[src/rtl/hazard_unit_if.sv]
`default_nettype none
// ============================================================================
// Module      : hazard_unit_if
// Description : Pipeline-register fields in, stall/flush/forward controls out.
// Revision    : 1.0
// ============================================================================
interface hazard_unit_if #(
    parameter int CNT_W = 32
);
    logic [4:0]       idRs1;
    logic [4:0]       idRs2;
    logic [4:0]       exRs1;
    logic [4:0]       exRs2;
    logic [4:0]       exRd;
    logic             exMemRead;
    logic [4:0]       memRd;
    logic             memRegWrite;
    logic [4:0]       wbRd;
    logic             wbRegWrite;
    logic             branchTaken;
    logic             pcWrite;
    logic             ifidWrite;
    logic             ifidFlush;
    logic             idexFlush;
    logic             exmemFlush;
    logic [1:0]       fwdA;
    logic [1:0]       fwdB;
    logic [CNT_W-1:0] stallCnt;
    logic [CNT_W-1:0] flushCnt;

    modport master (
        output idRs1, idRs2, exRs1, exRs2, exRd, exMemRead,
               memRd, memRegWrite, wbRd, wbRegWrite, branchTaken,
        input  pcWrite, ifidWrite, ifidFlush, idexFlush, exmemFlush,
               fwdA, fwdB, stallCnt, flushCnt
    );

    modport slave (
        input  idRs1, idRs2, exRs1, exRs2, exRd, exMemRead,
               memRd, memRegWrite, wbRd, wbRegWrite, branchTaken,
        output pcWrite, ifidWrite, ifidFlush, idexFlush, exmemFlush,
               fwdA, fwdB, stallCnt, flushCnt
    );
endinterface
`default_nettype wire

[src/rtl/hazard_unit.sv]
`default_nettype none
// ============================================================================
// Module      : hazard_unit
// Description : Load-use stall, branch flush, operand forwarding, event counts.
// Revision    : 1.0
// ============================================================================
module hazard_unit #(
    parameter int FLUSH_CYCLES = 1,
    parameter int CNT_W        = 32
) (
    input  wire logic   clk,
    input  wire logic   reset,
    hazard_unit_if.slave bus
);
    localparam int               c_MASK_W    = $clog2(FLUSH_CYCLES + 1);
    localparam logic [c_MASK_W-1:0] c_MASK_LOAD = c_MASK_W'(FLUSH_CYCLES);
    localparam logic [c_MASK_W-1:0] c_MASK_ONE  = c_MASK_W'(1);
    localparam logic [CNT_W-1:0] c_CNT_MAX   = '1;

    typedef enum logic [0:0] {
        ST_RUN  = 1'b0,
        ST_MASK = 1'b1
    } state_t;

    state_t              r_state;
    logic [c_MASK_W-1:0] r_mask_cnt;
    logic [CNT_W-1:0]    r_stall_cnt;
    logic [CNT_W-1:0]    r_flush_cnt;

    logic w_load_use;
    logic w_stall;

    // MEM stage has priority over WB since it holds the younger result.
    function automatic logic [1:0] f_fwd(input logic [4:0] rs,
                                         input logic mem_we, input logic [4:0] mem_rd,
                                         input logic wb_we,  input logic [4:0] wb_rd);
        logic [1:0] sel;
        sel = 2'b00;
        if (mem_we && (mem_rd != 5'd0) && (mem_rd == rs))
            sel = 2'b10;
        else if (wb_we && (wb_rd != 5'd0) && (wb_rd == rs))
            sel = 2'b01;
        return sel;
    endfunction

    assign w_load_use = bus.exMemRead && (bus.exRd != 5'd0) &&
                        ((bus.exRd == bus.idRs1) || (bus.exRd == bus.idRs2));
    assign w_stall    = w_load_use && (r_state == ST_RUN) && !bus.branchTaken;

    always_comb begin
        bus.pcWrite    = 1'b1;
        bus.ifidWrite  = 1'b1;
        bus.ifidFlush  = 1'b0;
        bus.idexFlush  = 1'b0;
        bus.exmemFlush = 1'b0;
        bus.fwdA       = f_fwd(bus.exRs1, bus.memRegWrite, bus.memRd, bus.wbRegWrite, bus.wbRd);
        bus.fwdB       = f_fwd(bus.exRs2, bus.memRegWrite, bus.memRd, bus.wbRegWrite, bus.wbRd);
        if (reset) begin
            bus.pcWrite    = 1'b0;
            bus.ifidWrite  = 1'b0;
            bus.ifidFlush  = 1'b1;
            bus.idexFlush  = 1'b1;
            bus.exmemFlush = 1'b1;
            bus.fwdA       = 2'b00;
            bus.fwdB       = 2'b00;
        end else if (bus.branchTaken) begin
            bus.ifidFlush  = 1'b1;
            bus.idexFlush  = 1'b1;
            bus.exmemFlush = 1'b1;
        end else if (w_stall) begin
            bus.pcWrite    = 1'b0;
            bus.ifidWrite  = 1'b0;
            bus.idexFlush  = 1'b1;
        end
    end

    always_ff @(posedge clk or posedge reset) begin
        if (reset) begin
            r_state     <= ST_RUN;
            r_mask_cnt  <= '0;
            r_stall_cnt <= '0;
            r_flush_cnt <= '0;
        end else begin
            if (bus.branchTaken) begin
                r_state    <= ST_MASK;
                r_mask_cnt <= c_MASK_LOAD;
                if (r_flush_cnt != c_CNT_MAX)
                    r_flush_cnt <= r_flush_cnt + 1'b1;
            end else if (r_state == ST_MASK) begin
                if (r_mask_cnt <= c_MASK_ONE) begin
                    r_state    <= ST_RUN;
                    r_mask_cnt <= '0;
                end else begin
                    r_mask_cnt <= r_mask_cnt - 1'b1;
                end
            end
            if (w_stall && (r_stall_cnt != c_CNT_MAX))
                r_stall_cnt <= r_stall_cnt + 1'b1;
        end
    end

    assign bus.stallCnt = r_stall_cnt;
    assign bus.flushCnt = r_flush_cnt;
endmodule
`default_nettype wire

[src/flat_wrapper.sv]
// flat-port wrapper written by rule: the top's interface ports become plain ports
module hazard_unit_flat 
#(
    parameter int FLUSH_CYCLES = 1,
    parameter int CNT_W        = 32
)
  (clk, reset, bus_idRs1, bus_idRs2, bus_exRs1, bus_exRs2, bus_exRd, bus_exMemRead, bus_memRd, bus_memRegWrite, bus_wbRd, bus_wbRegWrite, bus_branchTaken, bus_pcWrite, bus_ifidWrite, bus_ifidFlush, bus_idexFlush, bus_exmemFlush, bus_fwdA, bus_fwdB, bus_stallCnt, bus_flushCnt);
  hazard_unit_if #(.CNT_W(CNT_W)) bus_i ();
  input  wire logic clk;
  input  wire logic reset;
  input wire logic [$bits(bus_i.idRs1)-1:0] bus_idRs1;
  input wire logic [$bits(bus_i.idRs2)-1:0] bus_idRs2;
  input wire logic [$bits(bus_i.exRs1)-1:0] bus_exRs1;
  input wire logic [$bits(bus_i.exRs2)-1:0] bus_exRs2;
  input wire logic [$bits(bus_i.exRd)-1:0] bus_exRd;
  input wire logic [$bits(bus_i.exMemRead)-1:0] bus_exMemRead;
  input wire logic [$bits(bus_i.memRd)-1:0] bus_memRd;
  input wire logic [$bits(bus_i.memRegWrite)-1:0] bus_memRegWrite;
  input wire logic [$bits(bus_i.wbRd)-1:0] bus_wbRd;
  input wire logic [$bits(bus_i.wbRegWrite)-1:0] bus_wbRegWrite;
  input wire logic [$bits(bus_i.branchTaken)-1:0] bus_branchTaken;
  output wire logic [$bits(bus_i.pcWrite)-1:0] bus_pcWrite;
  output wire logic [$bits(bus_i.ifidWrite)-1:0] bus_ifidWrite;
  output wire logic [$bits(bus_i.ifidFlush)-1:0] bus_ifidFlush;
  output wire logic [$bits(bus_i.idexFlush)-1:0] bus_idexFlush;
  output wire logic [$bits(bus_i.exmemFlush)-1:0] bus_exmemFlush;
  output wire logic [$bits(bus_i.fwdA)-1:0] bus_fwdA;
  output wire logic [$bits(bus_i.fwdB)-1:0] bus_fwdB;
  output wire logic [$bits(bus_i.stallCnt)-1:0] bus_stallCnt;
  output wire logic [$bits(bus_i.flushCnt)-1:0] bus_flushCnt;
  assign bus_i.idRs1 = bus_idRs1;
  assign bus_i.idRs2 = bus_idRs2;
  assign bus_i.exRs1 = bus_exRs1;
  assign bus_i.exRs2 = bus_exRs2;
  assign bus_i.exRd = bus_exRd;
  assign bus_i.exMemRead = bus_exMemRead;
  assign bus_i.memRd = bus_memRd;
  assign bus_i.memRegWrite = bus_memRegWrite;
  assign bus_i.wbRd = bus_wbRd;
  assign bus_i.wbRegWrite = bus_wbRegWrite;
  assign bus_i.branchTaken = bus_branchTaken;
  assign bus_pcWrite = bus_i.pcWrite;
  assign bus_ifidWrite = bus_i.ifidWrite;
  assign bus_ifidFlush = bus_i.ifidFlush;
  assign bus_idexFlush = bus_i.idexFlush;
  assign bus_exmemFlush = bus_i.exmemFlush;
  assign bus_fwdA = bus_i.fwdA;
  assign bus_fwdB = bus_i.fwdB;
  assign bus_stallCnt = bus_i.stallCnt;
  assign bus_flushCnt = bus_i.flushCnt;
  hazard_unit #(.FLUSH_CYCLES(FLUSH_CYCLES), .CNT_W(CNT_W)) u_core (.clk(clk), .reset(reset), .bus(bus_i));
endmodule
[config.mk]
export PLATFORM = sky130hd
export DESIGN_NAME = hazard_unit_flat
export DESIGN_NICKNAME = d
export VERILOG_FILES = /design/src/rtl/hazard_unit_if.sv /design/src/rtl/hazard_unit.sv /design/src/flat_wrapper.sv
export SDC_FILE = /design/constraint.sdc
export NUM_CORES = 1
export LEC_CHECK = 0
export BUFFER_PORTS_ARGS = -buffer_cell sky130_fd_sc_hd__clkbuf_2
export CORE_MARGIN = 4
export CORE_UTILIZATION = 55
export CTS_CLUSTER_SIZE = 40
export DETAILED_ROUTE_END_ITERATION = 16
export PLACE_DENSITY = 0.85
export SYNTH_ARGS = -nofsm -noshare
export SYNTH_HDL_FRONTEND = slang
export SYNTH_SLANG_ARGS = --single-unit
[constraint.sdc]
create_clock -name clk -period 11.6 [get_ports clk]
set_clock_uncertainty 0.1 [all_clocks]
set_input_delay 2.32 -clock clk [delete_from_list [all_inputs] [get_ports clk]]
set_output_delay 2.32 -clock clk [all_outputs]
set_load 0.03 [all_outputs]
* After elaboration in Yosys (flattened, before gate mapping)
Cells that the tools add are included.
Storage, ports and cells: bits in registers 66, output and inout port bits 73, logic and storage cells 55
Cells by class: $lt $le $gt $ge 1, equality and inequality tests 8, reduce and logical (&&, ||, !) cells 18, muxes and demuxes 20, bitwise operators 1, $add $sub $neg 3
Operator list (number):
- $add A32 B1 Y32 const B | 2
- $ne A32 B32 Y1 const B | 2
- $eq A5 B5 Y1 | 6
- $mux W1 | 16
- $reduce_bool A5 Y1 | 3
- $logic_and A1 B1 Y1 | 11
- $mux W2 | 4
- $reduce_and A2 Y1 | 1
- $reduce_bool A2 Y1 | 1
- $le A1 B1 Y1 const B | 1
- $logic_not A1 Y1 | 1
- $logic_or A1 B1 Y1 | 1
- $not A1 Y1 | 1
- $sub A1 B1 Y1 const B | 1

* Longest topological paths before layout
Gate-level depths: netlist of run 1.
depth after elaboration 8, gate-level depth with buffers 8

* Worst setup path after synthesis of run 1
Ideal clock, no wire load.
path type input to output, start point input reset, end point output bus_fwdA[0], path buffers 0, slack 3.782 ns, arrival time 5.398 ns, stages 4, required time 9.180 ns, cells stage by stage inv_1 -> o211ai_1 -> or4_1 -> nor4_1
On the way: cells in the longest elaborated chain, start to end 1
RTL lines:
- start, declared | line flat_wrapper.sv:10 | input wire logic reset;
- $mux W2 | line hazard_unit.sv:58 | if (reset) begin
- end, declared | line flat_wrapper.sv:27 | output wire logic [$bits(bus_i.fwdA)-1:0] bus_fwdA;
No other way between the ends.

* Final worst setup path of run 1
start point input reset, end point output bus_fwdB[0]
On the way: cells in the longest elaborated chain, start to end 1
RTL lines:
- $mux W2 | line hazard_unit.sv:58
- end, declared | line flat_wrapper.sv:28 | output wire logic [$bits(bus_i.fwdB)-1:0] bus_fwdB;
No other way between the ends.

==> results of run 1 <==
==> kinds of logic after synthesis <==
| family | Yosys count |
|---|---|
| fa+ha+maj | 2 |
| buf+inv | 10 |
| simple gates | 151 |
| mux | 1 |
| compound gates | 9 |
| xor+xnor | 92 |
| flops | 65 |
==> layout by cell type (no fill, tap or decap), types with 2 or more instances in the layout <==
cell	n
clkbuf_2	113
xnor2_1	65
dfrtp_1	65
nand2_1	30
nand3_1	30
xor2_1	27
nand4_1	20
and3_1	17
and4_1	13
clkbuf_8	11
nor2_1	8
or4_1	5
nor3_1	5
and2_1	4
nor4_1	4
nor3_2	2
nor2b_1	2
nor4_4	2
a31oi_1	2
and2b_1	2
ha_1	2
clkinv_2	2
==> stage by stage <==
stage	setup slack [ns]	instances	util, %
final	4.818	526	71.28
after global routing	4.522	526	71.28
after CTS	4.745	526	71.28
after detailed placement	4.750	511	68.08
after global placement	4.869	511	68.08
after floorplan	3.782	330	-
==> power groups by stage <==
stage          clock (mW)  sequential (mW)  combinational (mW)
2_1_floorplan           0            0.291              0.0409
3_3_place_gp            0            0.266               0.101
3_5_place_dp            0            0.267               0.103
4_1_cts             0.193            0.263               0.104
5_1_grt             0.202            0.267               0.111
6_report            0.191            0.263               0.102
==> cell type report <==
type	count	area (um^2)
flip-flops and latches	65	1627
clock inverters	3	40.04
well taps	75	93.84
fillers	484	1750
inverters	2	7.507
clock buffers	12	155.1
repair buffers	114	573.1
multi-input cells	255	1849
==> state kept, by name, indices dropped and copies added (netlist names) <==
| register | cells |
|---|---|
| u_core.bus.flushCnt | 32 |
| u_core.r_state | 1 |
| u_core.bus.stallCnt | 32 |
==> layer usage <==
layer  track usage (%)  up-vias  part of all wire, %
li1                  -     1397                    -
met1             28.70     1390                   44
met2             35.21       93                   49
met3             5.773        5                  6.9
met4             7.418        0                 0.80
met5                 0        -                    0
==> how the worst max path moves through the flow <==
stage | end | cells past startpoint | startpoint | slack (ns)
floorplan | bus_fwdA[0] | 4 | reset | 3.78
global placement | bus_fwdB[0] | 7 | reset | 4.87
detailed placement | bus_fwdB[0] | 7 | reset | 4.75
CTS | bus_fwdB[0] | 7 | reset | 4.75
global route | bus_fwdB[0] | 7 | reset | 4.52
finish | bus_fwdB[0] | 7 | reset | 4.82
==> critical path: stages <==
cell and delay, ns:
clkbuf_2 0.11, inv_2 0.05, buf_4 0.63, o211ai_1 0.20, or4_1 0.57, nor4_1 0.21
clkbuf_2 0.26
==> flow_summary_export.csv, run 1 <==
group,metric,value,unit
clocking,clock_latency,0.33,ns
power_and_ir_drop,totalPowerFinal,555.9,uW
flow_run,maxCapViolations,0,
die,die_x,88.22,um
route,ant_nets,0,
synth,synth_nets,373,
synth,synth_top_cell_by_area,"dfrtp_1",
critical_path,rr_startpoint,"u_core.bus.stallCnt[7]$_DFFE_PP0P_",
clocking,clockRootBuffer,"clkbuf_8",
grt,grt-ovfl-total,0,
synth,ys_top_cells_by_area,"dfrtp_1, xnor2_1, xor2_1, nand3_1, nand4_1",
grt,antenna_found_initial,0,
clocking,cts.repair.resized,0,
sta,period_minus_slack,6.782,ns
power_and_ir_drop,ir_drop,0.0001224,V
synth,synth_compound_area_share,2.262,%
critical_path,path_max_fanout,67,
critical_path,r2r_cells,5,
grt,grt_pass1_wl,13.44,mm
route,routedWlPerCell,15.21,um
synth,synth_edf_count,0,
critical_path,timing.rr.end,"u_core.bus.stallCnt[1]$_DFFE_PP0P_",
placed_design,hpwl,6.070,mm
synth,yosys_warnings,0,
die,die-area,0.007783,mm^2
synth,synth_xor_area_share,22.76,%
route,drcViolationCount,0,
grt,grt_max_degree,68,
synth,syn-cell-area,0.003540,mm^2
route,vias,2885,
power_and_ir_drop,leakagePower,2.131,nW
hold_path,min_from,"u_core.bus.stallCnt[19]$_DFFE_PP0P_",
sta,slew_headroom,44.85,%
clocking,clk_path_buf_depth,2,
placed_design,routabilityCongestion,0.7846,
sta,worst_hold_slack,0.3868,ns
sta,rsz0062_at_grt,"false",
layout,stdcell_area,0.004345,mm^2
synth,synth-simple-area-share,26.19,%
critical_path,required,9.18,ns
route,drt_iter0_markers,97,
critical_path,critPathLaunchType,"primary input",
clocking,cts-htree-levels,3,
synth,ys_ff_latch,65,
layout,area_growth,22.76,%
layout,drive_gt1_share,31.49,%
die,start_util,58.07,%
hold_path,hold_class,"register to register",
power_and_ir_drop,seqPwrFrac,47.4,%
power_and_ir_drop,p_sw,169.1,uW
clocking,cts_sinks,65,
synth,synth_mux_area_share,0.3181,%
clocking,hold_buffers,0,
synth,synth_top_cell_area_share,45.95,%
clocking,cts_setup_buffers,0,
clocking,path_clk_slew,0.07,ns
grt,gr-usage-all-layers,21.82,%
power_and_ir_drop,p_int,386.7,uW
power_and_ir_drop,clkPwrFrac,34.3,%
die,io_pins,114,
sta,tightestPinTransition,0.8273,ns
synth,synth_top_family_by_area,"simple AND/OR/NAND/NOR gates",
synth,ys_seq_area_share,45.95,%
synth,syn_area_per_cell,10.73,um^2
layout,finish.net_count,490,
die,die-height,88.22,um
power_and_ir_drop,power_density,127.9,mW/mm^2
synth,synth_ff_type,"dfrtp_1",
sta,fmax,0.1474,GHz
clocking,numCtsBuffers,9,
placed_design,numPortBuffers,113,
synth,ys_async_sr_fraction,100.0,%
clocking,cts_tree,"built",
sta,period_share,58.47,%
grt,grt_pass1_vias,2903,
critical_path,regToRegSetupSlack,9.10,ns
route,viasPerCell,5.485,
sta,fin_setup_tns,0,ns
critical_path,cp-end-kind,"primary output",
power_and_ir_drop,p_sw_share,30.43,%
synth,synthTopCellsByCount,"dfrtp_1, xnor2_1, nand2_1, nand3_1, xor2_1",
die,core_region_area,0.006096,mm^2
critical_path,setup.worst_path.class,"primary input to primary output",
sta,hold_viol_final,0,
status,status,"completed",
synth,syn_inst,330,
die,rows,28,
sta,setup_viol,0,
hold_path,hold-path-endpoint,"u_core.bus.stallCnt[19]$_DFFE_PP0P_",
synth,synth_adder_area_share,0.7070,%
power_and_ir_drop,power_frac_comb,18.3,%
critical_path,arrival,4.36,ns
hold_path,holdPathStages,1,
route,wl,7.998,mm
sta,drv_slew,0,
synth,ys_types,39,
route,dr.pass1.iters,4,
placed_design,post_dp_cell_area,0.004150,mm^2
layout,n_antenna_cell,0,
Power figures use the tool's default switching activity.
==> run 2, diff against run 1 <==
--- a/config.mk
+++ b/config.mk
@@ -7,10 +7,10 @@
 export LEC_CHECK = 0
 export BUFFER_PORTS_ARGS = -buffer_cell sky130_fd_sc_hd__clkbuf_2
 export CORE_MARGIN = 4
-export CORE_UTILIZATION = 55
+export CORE_UTILIZATION = 46
 export CTS_CLUSTER_SIZE = 40
 export DETAILED_ROUTE_END_ITERATION = 16
-export PLACE_DENSITY = 0.85
+export PLACE_DENSITY = 0.75
 export SYNTH_ARGS = -nofsm -noshare
 export SYNTH_HDL_FRONTEND = slang
 export SYNTH_SLANG_ARGS = --single-unit
==> constraint.sdc (replaced) <==
create_clock -name clk -period 6.1 [get_ports clk]
set_clock_uncertainty 0.1 [all_clocks]
set_input_delay 1.22 -clock clk [delete_from_list [all_inputs] [get_ports clk]]
set_output_delay 1.22 -clock clk [all_outputs]
set_load 0.03 [all_outputs]
==> flow_summary_export.csv, run 2 (synthesized netlist as in run 1, its figures left out) <==
group,metric,value,unit
layout,n_antenna_cell,0,
clocking,cts_sinks,65,
hold_path,holdPathStages,1,
grt,gr-usage-all-layers,18.66,%
route,dr.pass1.iters,6,
clocking,hold_buffers,0,
critical_path,critPathLaunchType,"primary input",
critical_path,crit_family,"simple AND/OR/NAND/NOR gates",
hold_path,min_from,"u_core.bus.stallCnt[31]$_DFFE_PP0P_",
placed_design,numPortBuffers,113,
grt,grt-ovfl-total,0,
critical_path,crit_path_frequent_cell,"clkbuf_2",
clocking,path_clk_slew,0.07,ns
sta,period_minus_slack,4.237,ns
sta,tightestPinTransition,0.8308,ns
critical_path,setup.worst_path.class,"primary input to primary output",
power_and_ir_drop,p_sw,322.2,uW
critical_path,cp-end-kind,"primary output",
placed_design,post_dp_cell_area,0.004180,mm^2
sta,fmax,0.2360,GHz
route,routedWlPerCell,14.88,um
clocking,cts_tree,"built",
layout,finish.net_count,490,
grt,grt_pass1_wl,13.53,mm
critical_path,regToRegSetupSlack,3.53,ns
layout,layout_commonest_cell,"clkbuf_2",
clocking,cts_setup_buffers,0,
power_and_ir_drop,p_int,757.8,uW
route,drcViolationCount,0,
grt,grt_max_degree,67,
grt,grt_pass1_vias,2866,
sta,fin_setup_tns,0,ns
power_and_ir_drop,totalPowerFinal,1.080,mW
clocking,clock_latency,0.33,ns
power_and_ir_drop,ir_drop,0.0001723,V
critical_path,critical_path.max_stage_delay,0.54,ns
layout,fillers,645,
sta,hold_viol_final,0,
sta,setup_viol,0,
critical_path,r2r_cells,5,
die,io_pins,114,
layout,drive_gt1_share,30.97,%
status,status,"completed",
power_and_ir_drop,power_frac_comb,17.8,%
sta,rsz0062_at_grt,"false",
sta,period_share,69.46,%
die,rows,31,
layout,mostFrequentLayoutCells,"clkbuf_2, xnor2_1, dfrtp_1",
sta,slew_headroom,44.61,%
power_and_ir_drop,clkPwrFrac,35.9,%
route,wl,8.199,mm
layout,area_growth,23.86,%
placed_design,routabilityCongestion,0.8397,
route,viasPerCell,5.305,
critical_path,arrival,2.92,ns
clocking,clockRootBuffer,"clkbuf_8",
power_and_ir_drop,seqPwrFrac,46.3,%
route,drt_iter0_markers,103,
clocking,numCtsBuffers,9,
critical_path,crit_slowest_cell,"or4_1",
clocking,cts-htree-levels,3,
layout,stdcell_area,0.004384,mm^2
critical_path,crit_chain,"clkbuf_2 -> or4_1 -> o21ai_0 -> nor3_1 -> nor4_1 -> clkbuf_2",
die,core_region_area,0.007370,mm^2
route,ant_nets,0,
clocking,clk_path_buf_depth,2,
die,die-height,95.72,um
power_and_ir_drop,p_sw_share,29.84,%
flow_run,maxCapViolations,0,
die,die-area,0.009162,mm^2
critical_path,path_max_fanout,4,
placed_design,hpwl,6.320,mm
die,start_util,48.03,%
critical_path,required,4.78,ns
critical_path,rr_startpoint,"u_core.bus.stallCnt[7]$_DFFE_PP0P_",
hold_path,hold-path-endpoint,"u_core.bus.stallCnt[31]$_DFFE_PP0P_",
power_and_ir_drop,leakagePower,2.130,nW
power_and_ir_drop,power_density,246.3,mW/mm^2
die,die_x,95.72,um
critical_path,cp_num_buf_inv,2,
clocking,cts.repair.resized,0,
grt,antenna_found_initial,0,
route,vias,2923,
critical_path,timing.rr.end,"u_core.bus.stallCnt[1]$_DFFE_PP0P_",
hold_path,hold_class,"register to register",
sta,drv_slew,0,
[run 2: cell count changes in the layout (fill, tap and decap cells not counted)]
cell	change
bufinv_16	+1
clkbuf_8	-2
clkbuf_1	+3
clkinv_2	-1
[run 2: through the flow]
stage	worst slack (ns)	cells	hold slack [ns]	utilization (%)
2_1_floorplan	0.4822	330	0.5632	-
3_3_place_gp	1.878	535	0.3721	56.72
3_5_place_dp	1.840	535	0.3862	56.72
4_1_cts	1.840	551	0.3967	59.49
5_1_grt	1.663	551	0.4087	59.49
6_report	1.863	551	0.3943	59.49
[run 2: worst max path at each step]
stage / end / start / cells after the start
after floorplan: bus_fwdA[0] / reset / 4
after global placement: bus_fwdA[0] / bus_memRd[0] / 6
after detailed placement: bus_fwdB[0] / bus_memRd[0] / 6
after CTS: bus_fwdB[0] / bus_memRd[0] / 6
after global routing: bus_fwdB[0] / bus_memRd[0] / 6
final: bus_fwdB[0] / bus_memRd[0] / 6
[run 2: power by group through the flow]
stage               logic [mW]  registers (mW)  clock network (mW)
detailed placement       0.195           0.509                   0
global placement         0.193           0.506                   0
floorplan               0.0778           0.554                   0
global route             0.211           0.507               0.412
CTS                      0.196           0.501               0.393
finish                   0.192           0.500               0.388
[run 2: worst reg2reg max path: cells and delay by family (launching register included)]
family           cells  cell delay (ns)
flip-flops           1             0.44
AND/OR/NAND/NOR      4             1.56
multiplexers         1             0.35
[run 2: layout make-up]
class | instances | area, um^2 | area share, %
multi-input cells | 255 | 1849 | 42.18
flip-flops and latches | 65 | 1627 | 37.10
repair buffers | 114 | 573.1 | 13.07
clock buffers | 13 | 138.9 | 3.168
well taps | 99 | 123.9 | 2.825
clock inverters | 3 | 65.06 | 1.484
inverters | 2 | 7.507 | 0.1712
[run 2: layer usage]
layer | vias up | wire [um] | global-route usage (%)
met5 | - | 0 | 0
met4 | 0 | 97 | 6.280
met3 | 10 | 435 | 3.831
met2 | 77 | 4055 | 31.33
met1 | 1433 | 3610 | 24.01
li1 | 1403 | - | -
